===== src/rtl/rx.sv =====
// UART receiver: start bit, 8 data bits LSB first, parity, one stop bit.
// The received byte comes with a one-cycle strobe and parity/framing status.
// Optional build macro RX_MAJORITY_VOTE_EN: each bit is the majority of three
// samples around its nominal sample point, and the FSM advances one cycle later.
module rx #(
  parameter int CLK_FREQUENCY = 100000000,
  parameter int BAUD_RATE     = 19200
) (
  input  logic       clk,
  input  logic       rst,
  input  logic       rx_in,
  input  logic       odd,
  output logic [7:0] dout,
  output logic       data_strobe,
  output logic       parity_error,
  output logic       framing_error,
  output logic       busy
);

  localparam int BIT_MAX  = CLK_FREQUENCY / BAUD_RATE - 1;
  localparam int HALF_MAX = BIT_MAX / 2;
`ifdef RX_MAJORITY_VOTE_EN
  // The timer has to reach T+1, so it needs room for one extra count.
  localparam int TW = $clog2(BIT_MAX + 2);
`else
  localparam int TW = $clog2(BIT_MAX + 1);
`endif
  localparam logic [TW-1:0] HALF_T = TW'(HALF_MAX);
  localparam logic [TW-1:0] BIT_T  = TW'(BIT_MAX);
  localparam logic [TW-1:0] ONE_T  = TW'(1);

  typedef enum logic [2:0] {
    S_IDLE  = 3'd0,
    S_START = 3'd1,
    S_DATA  = 3'd2,
    S_STOP  = 3'd3,
    S_BREAK = 3'd4
  } state_t;

  state_t        state_q, state_d;
  logic          sync1_q, sync2_q;
  logic          rx_sync;
  logic [TW-1:0] timer_q, timer_d;
  logic [3:0]    cnt_q, cnt_d;
  logic [8:0]    shift_q, shift_d;
  logic [7:0]    dout_q, dout_d;
  logic          strobe_q, strobe_d;
  logic          perr_q, perr_d;
  logic          ferr_q, ferr_d;
  logic [TW-1:0] term;
  logic          fire;
  logic          bit_val;

`ifdef RX_MAJORITY_VOTE_EN
  logic v0_q, v0_d, v1_q, v1_d;

  function automatic logic maj3(input logic a, input logic b, input logic c);
    return (a & b) | (a & c) | (b & c);
  endfunction
`endif

  assign rx_sync = sync2_q;

  // Two-flop synchronizer; reset to the idle line level so no false start.
  always_ff @(posedge clk) begin
    if (rst) begin
      sync1_q <= 1'b1;
      sync2_q <= 1'b1;
    end else begin
      sync1_q <= rx_in;
      sync2_q <= sync1_q;
    end
  end

  // Sample-point timing: half a bit for the start check, a full bit afterwards.
  always_comb begin
    term = (state_q == S_START) ? HALF_T : BIT_T;
`ifdef RX_MAJORITY_VOTE_EN
    fire    = (timer_q == term + ONE_T);
    bit_val = maj3(v0_q, v1_q, rx_sync);
    v0_d    = (timer_q == term - ONE_T) ? rx_sync : v0_q;
    v1_d    = (timer_q == term) ? rx_sync : v1_q;
`else
    fire    = (timer_q == term);
    bit_val = rx_sync;
`endif
  end

  // Next-state logic: frame sequencing, bit assembly and status update.
  always_comb begin
    state_d  = state_q;
    timer_d  = timer_q + ONE_T;
    cnt_d    = cnt_q;
    shift_d  = shift_q;
    dout_d   = dout_q;
    perr_d   = perr_q;
    ferr_d   = ferr_q;
    strobe_d = 1'b0;
    case (state_q)
      S_IDLE: begin
        timer_d = '0;
        if (!rx_sync) state_d = S_START;
      end
      S_START: begin
        if (fire) begin
          timer_d = '0;
          if (bit_val) begin
            state_d = S_IDLE;
          end else begin
            state_d = S_DATA;
            cnt_d   = 4'd0;
          end
        end
      end
      S_DATA: begin
        if (fire) begin
          timer_d = '0;
          shift_d = {bit_val, shift_q[8:1]};
          cnt_d   = cnt_q + 4'd1;
          if (cnt_q == 4'd8) state_d = S_STOP;
        end
      end
      S_STOP: begin
        if (fire) begin
          timer_d  = '0;
          dout_d   = shift_q[7:0];
          perr_d   = (^shift_q) ^ odd;
          ferr_d   = ~bit_val;
          strobe_d = 1'b1;
          state_d  = bit_val ? S_IDLE : S_BREAK;
        end
      end
      S_BREAK: begin
        timer_d = '0;
        if (rx_sync) state_d = S_IDLE;
      end
      default: begin
        timer_d = '0;
        state_d = S_IDLE;
      end
    endcase
  end

  // Control state and visible outputs, cleared by reset.
  always_ff @(posedge clk) begin
    if (rst) begin
      state_q  <= S_IDLE;
      timer_q  <= '0;
      cnt_q    <= 4'd0;
      dout_q   <= 8'd0;
      strobe_q <= 1'b0;
      perr_q   <= 1'b0;
      ferr_q   <= 1'b0;
    end else begin
      state_q  <= state_d;
      timer_q  <= timer_d;
      cnt_q    <= cnt_d;
      dout_q   <= dout_d;
      strobe_q <= strobe_d;
      perr_q   <= perr_d;
      ferr_q   <= ferr_d;
    end
  end

  // Shift register (and vote history) carry only data; the FSM qualifies them.
  always_ff @(posedge clk) begin
    shift_q <= shift_d;
`ifdef RX_MAJORITY_VOTE_EN
    v0_q    <= v0_d;
    v1_q    <= v1_d;
`endif
  end

  assign dout          = dout_q;
  assign data_strobe   = strobe_q;
  assign parity_error  = perr_q;
  assign framing_error = ferr_q;
  assign busy          = (state_q != S_IDLE);

endmodule


===== config.mk =====
export PLATFORM = sky130hd
export DESIGN_NAME = rx
export DESIGN_NICKNAME = d
export VERILOG_FILES = /design/src/rtl/rx.sv
export SDC_FILE = /design/constraint.sdc
export NUM_CORES = 1
export LEC_CHECK = 0
export CAP_MARGIN = 20
export CORE_ASPECT_RATIO = 0.5
export CORE_MARGIN = 8
export CORE_UTILIZATION = 56
export DETAILED_ROUTE_END_ITERATION = 6
export MAX_ROUTING_LAYER = met4
export PLACE_DENSITY = 0.83
export RECOVER_POWER = 50
export SYNTH_ARGS = -nofsm -noshare
export SYNTH_HDL_FRONTEND = slang
export SYNTH_SLANG_ARGS = --single-unit
export TNS_END_PERCENT = 30

===== constraint.sdc =====
create_clock -name clk -period 2.1 [get_ports clk]
set_input_delay 0.525 -clock clk [delete_from_list [all_inputs] [get_ports clk]]
set_output_delay 0.525 -clock clk [all_outputs]
set_load 0.02 [all_outputs]

==> flow_summary.toml <==
[outcome]
status = "completed"

[layout]
antennaDiodeCount = 0
drive_above_1_share_pct = 13.0
synthToLayoutAreaGrowth_pct = 15.8
nNetsFinal = 206
fillers = 231

[synthesis]
syn_inst = 178
ys_ff_latch = 42
ys_top_cells_by_count = "dfxtp_1 (33), nor2_1 (33), xnor2_1 (14)"
synth_nets = 185
syn_area_per_cell_um2 = 10.5
netlist_area_um2 = 1860
synthArstFlopShare_pct = 0
synthFlopType = "dfxtp_1"
yosysTopAreaCellShare_pct = 35.5
yosysSeqAreaShare_pct = 50.0
yosysTopAreaCell = "dfxtp_1"
yosys-top-cells-area = "dfxtp_1 (36%), edfxtp_1 (15%), nor2_1 (6.7%), xnor2_1 (6.6%), mux2i_1 (5.4%)"
synth.distinct_cells = 45
yosys_warnings = 0
synth_edf_count = 9

[drt]
routed_wl_um = 3370
avgViaCountPerCell = 5.43
ant_nets = 0
drt_pre_antenna_iters = 5
drc_errors = 0
wl_per_cell_um = 14.0
vias = 1304
drt_iter0_drc = 78

[critical_path]
worst-path-buf-inv = 1
worst_path_max_delay_cell = "dfxtp_1"
required_ns = 1.57
critPathTopFamily = "flip-flops"
critPathMaxStageDelay_ns = 0.41
critPathArrivalTime_ns = 1.42
cp_max_fo = 8
worstSetupStartpointType = "flop"
crit_chain = "or3_1 -> dlygate4sd2_1"
critPathCaptureType = "primary output"
cp.depth = 2
rr_worst_depth = 6
worstSetupPathType = "reg2out"

[sta]
hold_viol = 0
drv_slew = 0
layout_setup_ws_ns = 0.150
fmax_mhz = 513
clock_skew_ns = 0.00611
slew_headroom_pct = 42.5
setup-tns-final_ns = 0
period_needed_ns = 1.95
fin_crit_sh_pct = 92.8
setup_viol = 0
max_slew.worst_pin.slew_ns = 0.862
rsz0062_at_grt = "no"

[floorplanning]
row_count = 14
die_w_um = 97.5
die_y_um = 56.8
initial_core_util_pct = 60.3
dieArea_um2 = 5530
fp.coreArea_um2 = 3080
io_pins = 16

[clock_network]
cts_setup_buffers = 0
clock_path_buffers = 2
cts_made_buffers = 5
cts.sinks = 42
htree_levels = 2
root_buffer = "clkbuf_8"
path_clk_slew_ns = 0.09
cts_tree = "done"
clock_latency_ns = 0.29

[power]
peakVddDrop_uv = 408
leakagePower_nw = 0.822
p_per_area_nw_per_um2 = 646

[worst_hold_path]
holdPathStages = 1
min_path_type = "reg2reg"

[global_route]
grtUsageTotal_pct = 13.0
grt_pass1_wl_um = 5710
antenna_found_initial = 0
grt_pass1_vias = 1217
overflow = 0
grt_max_degree = 20

[placed_design]
dp.final_hpwl_um = 2460
io_buffers = 15
gp_congestion = 0.831
place_ws_ns = 0.222

[job]
max_cap_violations = 0
-- power breakdown --
| group | switching (W) | leakage, nW | total (W) | internal [W] |
|---|---|---|---|---|
| Sequential | 0.00000249 | 0.347 | 0.000825 | 0.000823 |
| Combinational | 0.0000189 | 0.430 | 0.0000350 | 0.0000161 |
| Clock | 0.000291 | 0.0447 | 0.000531 | 0.000240 |
-- flip-flops by register name, summed over array words and instances (netlist names) --
name,cells
shift_q,9
framing_error,1
state_q,3
bit_val,1
timer_q,13
sync1_q,1
cnt_q,4
data_strobe,1
parity_error,1
dout,8
-- kinds of logic (layout without fill, tap and decap cells) --
logic type	count (synthesis)	count (layout)	share of synthesized area [%]
flops	42	42	50.0
xor+xnor	20	20	9.42
fa+ha+maj	3	3	2.02
simple gates	70	70	20.8
compound gates	21	21	9.21
buf+inv	12	34	3.16
mux	10	10	5.38
-- per-layer routing --
metal | up-vias | global-route usage (%) | share of wire [%]
met2 | 24 | 20.8 | 47
met1 | 614 | 14.4 | 46
li1 | 661 | - | -
met5 | - | - | 0
met4 | 0 | 4.49 | 1.0
met3 | 5 | 5.24 | 5.6
-- through the flow --
| stage | std cells | utilization (%) | cell area, um2 | hold WS (ns) | total power, W |
|---|---|---|---|---|---|
| floorplan | 178 | - | 1860 | 0.389 | 0.000868 |
| global placement | 232 | 67.0 | 2070 | 0.394 | 0.000881 |
| detailed placement | 232 | 67.0 | 2070 | 0.399 | 0.000882 |
| CTS | 240 | 70.0 | 2160 | 0.418 | 0.00140 |
| global route | 240 | 69.9 | 2150 | 0.430 | 0.00145 |
| finish | 240 | 69.9 | 2150 | 0.424 | 0.00139 |
-- layout make-up --
type	count	area [um2]	share of cell area (%)
sequential	42	931	43.2
multi-input combinational	124	871	40.4
timing repair buffer	21	190	8.83
clock buffer	5	68.8	3.19
tap	40	50.0	2.32
clock inverter	3	25.0	1.16
inverter	5	18.8	0.871
-- path summary, 6_finish.rpt --
kind	from	endpoint	slack, ns
hold / removal	sync1_q	bit_val	0.42
hold reg to reg	sync1_q	bit_val	0.42
setup / recovery	state_q[2]	busy	0.15
setup reg to reg	state_q[2]	dout[3]	0.21
-- timing repair --
action	in CTS	in global routing
setup endpoints to repair	1	0
resized for setup	1	0
hold buffers	0	0
-- layout by cell type, fill, tap and decap left out, drive strengths merged, types with 2 or more instances in the layout --
| master | n |
|---|---|
| o211ai | 2 |
| dlygate4sd3 | 10 |
| or2 | 2 |
| xnor2 | 14 |
| a211oi | 3 |
| nor2 | 33 |
| nor2b | 3 |
| a21o | 2 |
| nand2 | 7 |
| and3 | 3 |
| ha | 3 |
| and4 | 3 |
| nand4 | 3 |
| o2111ai | 2 |
| edfxtp | 9 |
| a21oi | 5 |
| mux2i | 10 |
| xor2 | 6 |
| nand2b | 2 |
| buf | 5 |
| clkdlybuf4s50 | 4 |
| dfxtp | 33 |
| clkbuf | 6 |
| nand3 | 6 |
| inv | 6 |
No activity file was read; power rests on OpenSTA's default activity.
